--- src/rtl/tournament_bp_if.sv ---
// Fetch, repair, commit-training and status signals of the tournament branch predictor.
// The core front end (or a bench) drives as master; the predictor attaches as slave.
interface tournament_bp_if #(
  parameter int PC_W  = 32,
  parameter int GHR_W = 8
);
  logic             f_valid_i;
  logic             f_is_branch_i;
  logic [PC_W-1:0]  f_pc_i;
  logic             f_pred_taken_o;
  logic             f_pred_global_o;
  logic             f_pred_local_o;
  logic [GHR_W-1:0] f_ghr_o;

  logic             rec_valid_i;
  logic [GHR_W-1:0] rec_ghr_i;
  logic             rec_taken_i;

  logic             u_valid_i;
  logic [PC_W-1:0]  u_pc_i;
  logic [GHR_W-1:0] u_ghr_i;
  logic             u_taken_i;
  logic             u_pred_global_i;
  logic             u_pred_local_i;

  logic             init_busy_o;
  logic [31:0]      cnt_update_o;
  logic [31:0]      cnt_mispred_o;

  modport master (
    output f_valid_i, f_is_branch_i, f_pc_i,
           rec_valid_i, rec_ghr_i, rec_taken_i,
           u_valid_i, u_pc_i, u_ghr_i, u_taken_i, u_pred_global_i, u_pred_local_i,
    input  f_pred_taken_o, f_pred_global_o, f_pred_local_o, f_ghr_o,
           init_busy_o, cnt_update_o, cnt_mispred_o
  );

  modport slave (
    input  f_valid_i, f_is_branch_i, f_pc_i,
           rec_valid_i, rec_ghr_i, rec_taken_i,
           u_valid_i, u_pc_i, u_ghr_i, u_taken_i, u_pred_global_i, u_pred_local_i,
    output f_pred_taken_o, f_pred_global_o, f_pred_local_o, f_ghr_o,
           init_busy_o, cnt_update_o, cnt_mispred_o
  );
endinterface

--- src/rtl/tournament_bp.sv ---
// Tournament branch predictor: gshare + two-level local, arbitrated by a per-PC chooser.
// Speculative GHR repaired on mispredict; tables trained at commit and cleared by an init sweep.
module tournament_bp #(
  parameter int PC_W      = 32,
  parameter int GHR_W     = 8,
  parameter int LHR_W     = 8,
  parameter int BHT_IDX_W = 6,
  parameter int CH_IDX_W  = 8
) (
  input  logic           clk_i,
  input  logic           rst,
  tournament_bp_if.slave bp
);

  localparam int MAX_GL  = (GHR_W > LHR_W) ? GHR_W : LHR_W;
  localparam int MAX_BC  = (BHT_IDX_W > CH_IDX_W) ? BHT_IDX_W : CH_IDX_W;
  localparam int SW_W    = (MAX_GL > MAX_BC) ? MAX_GL : MAX_BC;
  localparam int PC_IDX  = (GHR_W > MAX_BC) ? GHR_W : MAX_BC;

  if (PC_W < PC_IDX + 2) begin : g_bad_pc_w
    $error("tournament_bp: PC_W too small for the configured index widths");
  end

  typedef enum logic {ST_INIT, ST_RUN} state_e;

  function automatic logic [1:0] sat2(input logic [1:0] c, input logic up);
    if (up) return (c == 2'b11) ? c : c + 2'b01;
    return (c == 2'b00) ? c : c - 2'b01;
  endfunction

  state_e            state_q, state_d;
  logic [SW_W-1:0]   sweep_q;
  logic [GHR_W-1:0]  ghr_q;
  logic [31:0]       cnt_update_q, cnt_mispred_q;
  logic              run;

  logic [1:0]        gpht_q    [2**GHR_W];
  logic [1:0]        lpht_q    [2**LHR_W];
  logic [LHR_W-1:0]  bht_q     [2**BHT_IDX_W];
  logic [1:0]        chooser_q [2**CH_IDX_W];

  logic [PC_W-1:0]      f_pc, u_pc;
  logic [GHR_W-1:0]     f_gidx, u_gidx;
  logic [BHT_IDX_W-1:0] f_bidx, u_bidx;
  logic [LHR_W-1:0]     f_lidx, u_lidx;
  logic [CH_IDX_W-1:0]  f_cidx, u_cidx;
  logic                 pred_global, pred_local, pred_taken;
  logic                 g_ok, l_ok, u_final;
  logic                 unused_bits;

  assign run  = (state_q == ST_RUN);
  assign f_pc = bp.f_pc_i;
  assign u_pc = bp.u_pc_i;

  // Only the index fields of the PCs and the low bits of the repair snapshot matter.
  assign unused_bits = ^{f_pc, u_pc, bp.rec_ghr_i[GHR_W-1]};

  // Fetch-side lookup; reads see table contents before any same-cycle training write.
  assign f_gidx      = f_pc[GHR_W+1:2] ^ ghr_q;
  assign f_bidx      = f_pc[BHT_IDX_W+1:2];
  assign f_lidx      = bht_q[f_bidx];
  assign f_cidx      = f_pc[CH_IDX_W+1:2];
  assign pred_global = gpht_q[f_gidx][1];
  assign pred_local  = lpht_q[f_lidx][1];
  assign pred_taken  = chooser_q[f_cidx][1] ? pred_global : pred_local;

  assign bp.f_pred_global_o = run & pred_global;
  assign bp.f_pred_local_o  = run & pred_local;
  assign bp.f_pred_taken_o  = run & pred_taken;
  assign bp.f_ghr_o         = ghr_q;
  assign bp.init_busy_o     = ~run;
  assign bp.cnt_update_o    = cnt_update_q;
  assign bp.cnt_mispred_o   = cnt_mispred_q;

  // Commit-side lookup, indexed with the GHR snapshot that travelled with the branch.
  assign u_gidx  = u_pc[GHR_W+1:2] ^ bp.u_ghr_i;
  assign u_bidx  = u_pc[BHT_IDX_W+1:2];
  assign u_lidx  = bht_q[u_bidx];
  assign u_cidx  = u_pc[CH_IDX_W+1:2];
  assign g_ok    = (bp.u_pred_global_i == bp.u_taken_i);
  assign l_ok    = (bp.u_pred_local_i == bp.u_taken_i);
  assign u_final = chooser_q[u_cidx][1] ? bp.u_pred_global_i : bp.u_pred_local_i;

  always_ff @(posedge clk_i) begin
    if (rst) state_q <= ST_INIT;
    else     state_q <= state_d;
  end

  // NOTE: every always_comb output gets a default first so no path can infer a latch.
  always_comb begin
    state_d = state_q;
    case (state_q)
      ST_INIT: if (&sweep_q) state_d = ST_RUN;
      ST_RUN:  state_d = ST_RUN;
      default: state_d = ST_INIT;
    endcase
  end

  always_ff @(posedge clk_i) begin
    if (rst)          sweep_q <= '0;
    else if (!run)    sweep_q <= sweep_q + SW_W'(1);
  end

  always_ff @(posedge clk_i) begin
    if (rst) begin
      ghr_q <= '0;
    end else if (run) begin
      if (bp.rec_valid_i)                         ghr_q <= {bp.rec_ghr_i[GHR_W-2:0], bp.rec_taken_i};
      else if (bp.f_valid_i && bp.f_is_branch_i)  ghr_q <= {ghr_q[GHR_W-2:0], pred_taken};
    end
  end

  always_ff @(posedge clk_i) begin
    if (rst) begin
      cnt_update_q  <= '0;
      cnt_mispred_q <= '0;
    end else if (run && bp.u_valid_i) begin
      cnt_update_q <= cnt_update_q + 32'd1;
      if (u_final != bp.u_taken_i) cnt_mispred_q <= cnt_mispred_q + 32'd1;
    end
  end

  // NOTE: the tables have no reset so they map onto RAM; the INIT sweep clears them instead.
  always_ff @(posedge clk_i) begin
    if (!run) begin
      gpht_q[sweep_q[GHR_W-1:0]]        <= 2'b01;
      lpht_q[sweep_q[LHR_W-1:0]]        <= 2'b01;
      bht_q[sweep_q[BHT_IDX_W-1:0]]     <= '0;
      chooser_q[sweep_q[CH_IDX_W-1:0]]  <= 2'b10;
    end else if (bp.u_valid_i) begin
      gpht_q[u_gidx] <= sat2(gpht_q[u_gidx], bp.u_taken_i);
      lpht_q[u_lidx] <= sat2(lpht_q[u_lidx], bp.u_taken_i);
      bht_q[u_bidx]  <= {u_lidx[LHR_W-2:0], bp.u_taken_i};
      // Chooser moves only when exactly one component was right, toward that component.
      if (g_ok != l_ok) chooser_q[u_cidx] <= sat2(chooser_q[u_cidx], g_ok);
    end
  end

endmodule
--- src/flat_wrapper.sv ---
// flat-port wrapper written by rule: the top's interface ports become plain ports
module tournament_bp_flat 
#(
  parameter int PC_W      = 32,
  parameter int GHR_W     = 8,
  parameter int LHR_W     = 8,
  parameter int BHT_IDX_W = 6,
  parameter int CH_IDX_W  = 8
)
  (clk_i, rst, bp_f_valid_i, bp_f_is_branch_i, bp_f_pc_i, bp_rec_valid_i, bp_rec_ghr_i, bp_rec_taken_i, bp_u_valid_i, bp_u_pc_i, bp_u_ghr_i, bp_u_taken_i, bp_u_pred_global_i, bp_u_pred_local_i, bp_f_pred_taken_o, bp_f_pred_global_o, bp_f_pred_local_o, bp_f_ghr_o, bp_init_busy_o, bp_cnt_update_o, bp_cnt_mispred_o);
  tournament_bp_if #(.PC_W(PC_W), .GHR_W(GHR_W)) bp_i ();
  input  logic clk_i;
  input  logic rst;
  input wire logic [$bits(bp_i.f_valid_i)-1:0] bp_f_valid_i;
  input wire logic [$bits(bp_i.f_is_branch_i)-1:0] bp_f_is_branch_i;
  input wire logic [$bits(bp_i.f_pc_i)-1:0] bp_f_pc_i;
  input wire logic [$bits(bp_i.rec_valid_i)-1:0] bp_rec_valid_i;
  input wire logic [$bits(bp_i.rec_ghr_i)-1:0] bp_rec_ghr_i;
  input wire logic [$bits(bp_i.rec_taken_i)-1:0] bp_rec_taken_i;
  input wire logic [$bits(bp_i.u_valid_i)-1:0] bp_u_valid_i;
  input wire logic [$bits(bp_i.u_pc_i)-1:0] bp_u_pc_i;
  input wire logic [$bits(bp_i.u_ghr_i)-1:0] bp_u_ghr_i;
  input wire logic [$bits(bp_i.u_taken_i)-1:0] bp_u_taken_i;
  input wire logic [$bits(bp_i.u_pred_global_i)-1:0] bp_u_pred_global_i;
  input wire logic [$bits(bp_i.u_pred_local_i)-1:0] bp_u_pred_local_i;
  output wire logic [$bits(bp_i.f_pred_taken_o)-1:0] bp_f_pred_taken_o;
  output wire logic [$bits(bp_i.f_pred_global_o)-1:0] bp_f_pred_global_o;
  output wire logic [$bits(bp_i.f_pred_local_o)-1:0] bp_f_pred_local_o;
  output wire logic [$bits(bp_i.f_ghr_o)-1:0] bp_f_ghr_o;
  output wire logic [$bits(bp_i.init_busy_o)-1:0] bp_init_busy_o;
  output wire logic [$bits(bp_i.cnt_update_o)-1:0] bp_cnt_update_o;
  output wire logic [$bits(bp_i.cnt_mispred_o)-1:0] bp_cnt_mispred_o;
  assign bp_i.f_valid_i = bp_f_valid_i;
  assign bp_i.f_is_branch_i = bp_f_is_branch_i;
  assign bp_i.f_pc_i = bp_f_pc_i;
  assign bp_i.rec_valid_i = bp_rec_valid_i;
  assign bp_i.rec_ghr_i = bp_rec_ghr_i;
  assign bp_i.rec_taken_i = bp_rec_taken_i;
  assign bp_i.u_valid_i = bp_u_valid_i;
  assign bp_i.u_pc_i = bp_u_pc_i;
  assign bp_i.u_ghr_i = bp_u_ghr_i;
  assign bp_i.u_taken_i = bp_u_taken_i;
  assign bp_i.u_pred_global_i = bp_u_pred_global_i;
  assign bp_i.u_pred_local_i = bp_u_pred_local_i;
  assign bp_f_pred_taken_o = bp_i.f_pred_taken_o;
  assign bp_f_pred_global_o = bp_i.f_pred_global_o;
  assign bp_f_pred_local_o = bp_i.f_pred_local_o;
  assign bp_f_ghr_o = bp_i.f_ghr_o;
  assign bp_init_busy_o = bp_i.init_busy_o;
  assign bp_cnt_update_o = bp_i.cnt_update_o;
  assign bp_cnt_mispred_o = bp_i.cnt_mispred_o;
  tournament_bp #(.PC_W(PC_W), .GHR_W(GHR_W), .LHR_W(LHR_W), .BHT_IDX_W(BHT_IDX_W), .CH_IDX_W(CH_IDX_W)) u_core (.clk_i(clk_i), .rst(rst), .bp(bp_i));
endmodule
--- config.mk ---
export PLATFORM = sky130hd
export DESIGN_NAME = tournament_bp_flat
export DESIGN_NICKNAME = d
export VERILOG_FILES = /design/src/rtl/tournament_bp_if.sv /design/src/rtl/tournament_bp.sv /design/src/flat_wrapper.sv
export SDC_FILE = /design/constraint.sdc
export NUM_CORES = 2
export LEC_CHECK = 0
export ABC_AREA = 1
export CAP_MARGIN = 0
export CORE_MARGIN = 5
export CORE_UTILIZATION = 30
export CTS_BUF_LIST = sky130_fd_sc_hd__clkbuf_16
export DETAILED_ROUTE_END_ITERATION = 10
export PLACE_DENSITY = 0.46
export SYNTH_ARGS = -nofsm -noshare
export SYNTH_HDL_FRONTEND = slang
export SYNTH_SLANG_ARGS = --single-unit
--- constraint.sdc ---
create_clock -name clk_i -period 11.9 [get_ports clk_i]
set_input_delay 2.38 -clock clk_i [delete_from_list [all_inputs] [get_ports clk_i]]
set_output_delay 2.38 -clock clk_i [all_outputs]
set_load 0.01 [all_outputs]
==> summary.txt <==
Critical path
  – Req. time, crit path: approximately 9.5 ns
  – Largest fanout on the critical path: 95
  – Crit-path leading delay family: simple AND/OR/NAND/NOR gates
  – Worst reg2reg endpoint: u_core.lpht_q[216][1]
  – Most common cell on crit path: nand3_1
  – Reg2reg start: u_core.bht_q[58][0]
  – Startpoint Class: primary input
  – R2R setup slack: 5.49 ns
  – Crit path buf inv count: 4
  – Critical path class: primary input to output port
  – CP arrival: between 8 and 9 ns
  – Reg2Reg Depth: 24
  – Slowest cell on crit path: clkdlybuf4s50_1
  – Worst-path cell chain: buf_8, buf_4, nand2_1, nand3_1, nand3_1, nand2_1, nand2_1, nand3_1, nand3_4, nand2_4, buf_4, nand2_1, o211ai_1, nand3_1, nand3_1, nand3_1, nand3_1, nand3_1, nand3_1, nand3_1, a21oi_1, clkdlybuf4s50_1
  – CP Capture Type: output port
  – Worst path max stage delay: about 0.60 ns

Placement
  – Routability congestion estimate from global placement: approximately 0.83
  – # placed instances: ~15000
  – Port Buf Inserts: 116
  – Post-DP HPWL: around 220000 µm

CTS
  – Clk_lat worst skew: slightly above 0.9 ns
  – Hold Buf Count CTS: 0
  – Clock-pin slew on the worst setup and hold paths: 0.06 ns
  – CTS tree: yes
  – H-tree levels: 4
  – PostCTS Resize Cnt: 0
  – Post-CTS Setup Bufs: 0
  – CTS root buffer: clkbuf_16
  – Num Clock Sinks: 2129
  – Max Buffers Root-to-Sink: 4
  – CTS Buf Count: 238

Worst hold path
  – Hold path startpoint: u_core.bp.cnt_update_o[30]
  – Worst min path class: flip-flop to flip-flop
  – Hold path depth: 2
  – Worst Hold Path EP: u_core.bp.cnt_update_o[30]

Finish
  – Layout cells sized above 1: 6.57%
  – Util after Layout: 33.9%
  – Fin cells: 15100
  – Multi-input logic area: about 35000 µm²
  – Area grow syn2layout: 12.6%
  – Fill cells: ~34000
  – FF+latch area: 63100 µm²
  – Final net count: 10400

Global route
  – Grt total ovfl: 0
  – Pin count of the biggest net entering global routing: 214
  – Total global routing track utilization: roughly a fifth
  – First-pass GRT wire length: between 500000 and 600000 µm
  – Vias in the first global route: 81100
  – Initial antenna violation count: 10

Route
  – Vias/cell: 5.54
  – Detailed-route via count: 83500
  – ANT nets after route: 0
  – WL final: 386000 µm
  – 1st-pass router iterations: 8
  – Drt drc: 0
  – Routed len/inst: 25.6 µm
  – DRT iter0 DRCs: 9368

Die
  – Top Ports: 166
  – Die extent in x: about 590 µm
  – FP Rows: 214
  – Die area: approximately 350000 µm²
  – Starting Density: 30.1%
  – Core area: 340000 µm²
  – Die height: 594 µm

Synth
  – Main flop type after synthesis: edfxtp_1
  – Syn avg cell area: 9.66 µm²
  – EDFF count, synth: between 2000 and 2500
  – Seq cells post-synth: about 2100
  – Synthesized net count: roughly 11000
  – Async set-reset flop share out of synthesis: 0%
  – Cell area after synthesis: about 100000 µm²
  – Yosys warning total: 0
  – Sequential fraction of the synthesis area: 61.8%
  – Synth Instances: around 11000
  – Post-synth cell types: 55

Outcome
  – Outcome: completed

Power and ir drop
  – Power per cell area: 150 nW/µm²
  – Design Power: 17300 µW
  – P_leak: around 0.040 µW
  – Peak VDD IR: 0.142 mV

STA
  – Max-slew violation count: 0
  – Min Tclk post-route: 10.69 ns
  – Final hold violation count: 0
  – Worst-margin pin slew: 1.36 ns
  – Unrepaired setup endpoints after global routing: no
  – Worst clock skew: between 0.06 and 0.07 ns
  – Hold Slack: 0.483 ns
  – Rel. slew slack: roughly 8.9%
  – Setup violations, final: 0
  – FMAX: around 94 MHz
  – Setup TNS: 0 ns
  – Final Cycle Share: 89.9%

Flow run
  – Number of max-cap violations: 0
[flip-flops by register name (all words and copies together) (netlist names)]
name,flops
u_core.bht_q,512
u_core.chooser_q,512
u_core.gpht_q,512
u_core.lpht_q,512
u_core.bp.cnt_mispred_o,32
u_core.bp.cnt_update_o,32
u_core.bp.f_ghr_o,8
u_core.sweep_q,8
u_core.run,1
[how the worst max path moves through the flow]
stage,from,to,depth (start not counted)
after CTS,bp_f_pc_i[2],bp_f_pred_taken_o,22
after floorplan,bp_u_pc_i[4],u_core.gpht_q[0][1],13
after detailed placement,bp_f_pc_i[2],bp_f_pred_taken_o,22
after global routing,bp_f_pc_i[2],bp_f_pred_taken_o,22
final,bp_f_pc_i[2],bp_f_pred_taken_o,22
after global placement,bp_f_pc_i[2],bp_f_pred_taken_o,22
[placed cells by master, fill, tap and decap left out, types with 24 or more instances in the layout]
cell type	instances
a21oi_1	442
a221oi_1	85
a32o_1	85
buf_12	25
buf_4	191
bufinv_16	24
clkbuf_16	242
clkdlybuf4s50_1	104
clkinv_1	61
clkinv_2	57
dfxtp_1	81
edfxtp_1	2048
inv_1	230
nand2_1	2377
nand2_2	32
nand3_1	1651
nand4_1	27
nor2_1	1452
nor3_1	50
o211ai_1	100
o21ai_0	640
o221ai_1	47
o22ai_1	200
o311ai_0	27
[kinds of logic after synthesis]
| kind of cell | Yosys count | synth area share (%) |
|---|---|---|
| simple gates | 5644 | 23.0 |
| xor+xnor | 37 | 0.317 |
| buf+inv | 1044 | 4.56 |
| fa+ha+maj | 3 | 0.0367 |
| compound gates | 1726 | 10.3 |
| flops | 2129 | 61.8 |
[tightest hold or removal path: cells and delay by family, from the launching register on]
| family | cells | cell delay (ns) |
|---|---|---|
| flops | 1 | 0.32 |
| compound gates | 1 | 0.06 |
| buf+inv | 1 | 0.05 |
[power by group]
group | internal, µW | switching (µW)
clock | 4190 | 3150
combinational | 455 | 1390
sequential | 8100 | 5.77
total | 12700 | 4550
[area by class of cell]
| cell class | count | area share [%] |
|---|---|---|
| inverters | 223 | 0.777 |
| flip-flops and latches | 2129 | 54.8 |
| multi-input cells | 7410 | 30.2 |
| diodes | 6 | 0.0130 |
| well taps | 4536 | 4.93 |
| repair buffers | 329 | 2.66 |
| clock inverters | 198 | 1.36 |
| clock buffers | 242 | 5.26 |
[synthesized netlist by cell type (63+ instances only)]
cell type,number,area [µm²]
a21oi_1,443,2220
a221oi_1,85,744
a32o_1,85,851
buf_1,63,236
buf_2,298,1490
clkbuf_1,387,1450
dfxtp_1,81,1620
edfxtp_1,2048,61500
inv_1,188,706
nand2_1,2401,9010
nand3_1,1656,8290
nor2_1,1461,5480
o211ai_1,100,751
o21ai_0,640,3200
o22ai_1,200,1250
[per-stage QoR]
step / instance area (µm²) / setup slack [ns]
2_1_floorplan: 102000 / 0.0316
3_3_place_gp: 107000 / 1.29
3_5_place_dp: 107000 / 1.34
4_1_cts: 115000 / 1.34
5_1_grt: 115000 / 1.09
6_report: 115000 / 1.21
[routing by layer]
metal / vias up / global-route usage [%] / part of all wire, %
met3: 827 / 3.40 / 8.2
met2: 4055 / 33.5 / 46
met1: 41400 / 28.0 / 42
met4: 2 / 8.26 / 4.3
met5: - / 0 / 0.0034
li1: 37200 / - / -
Power figures use the tool's default switching activity.
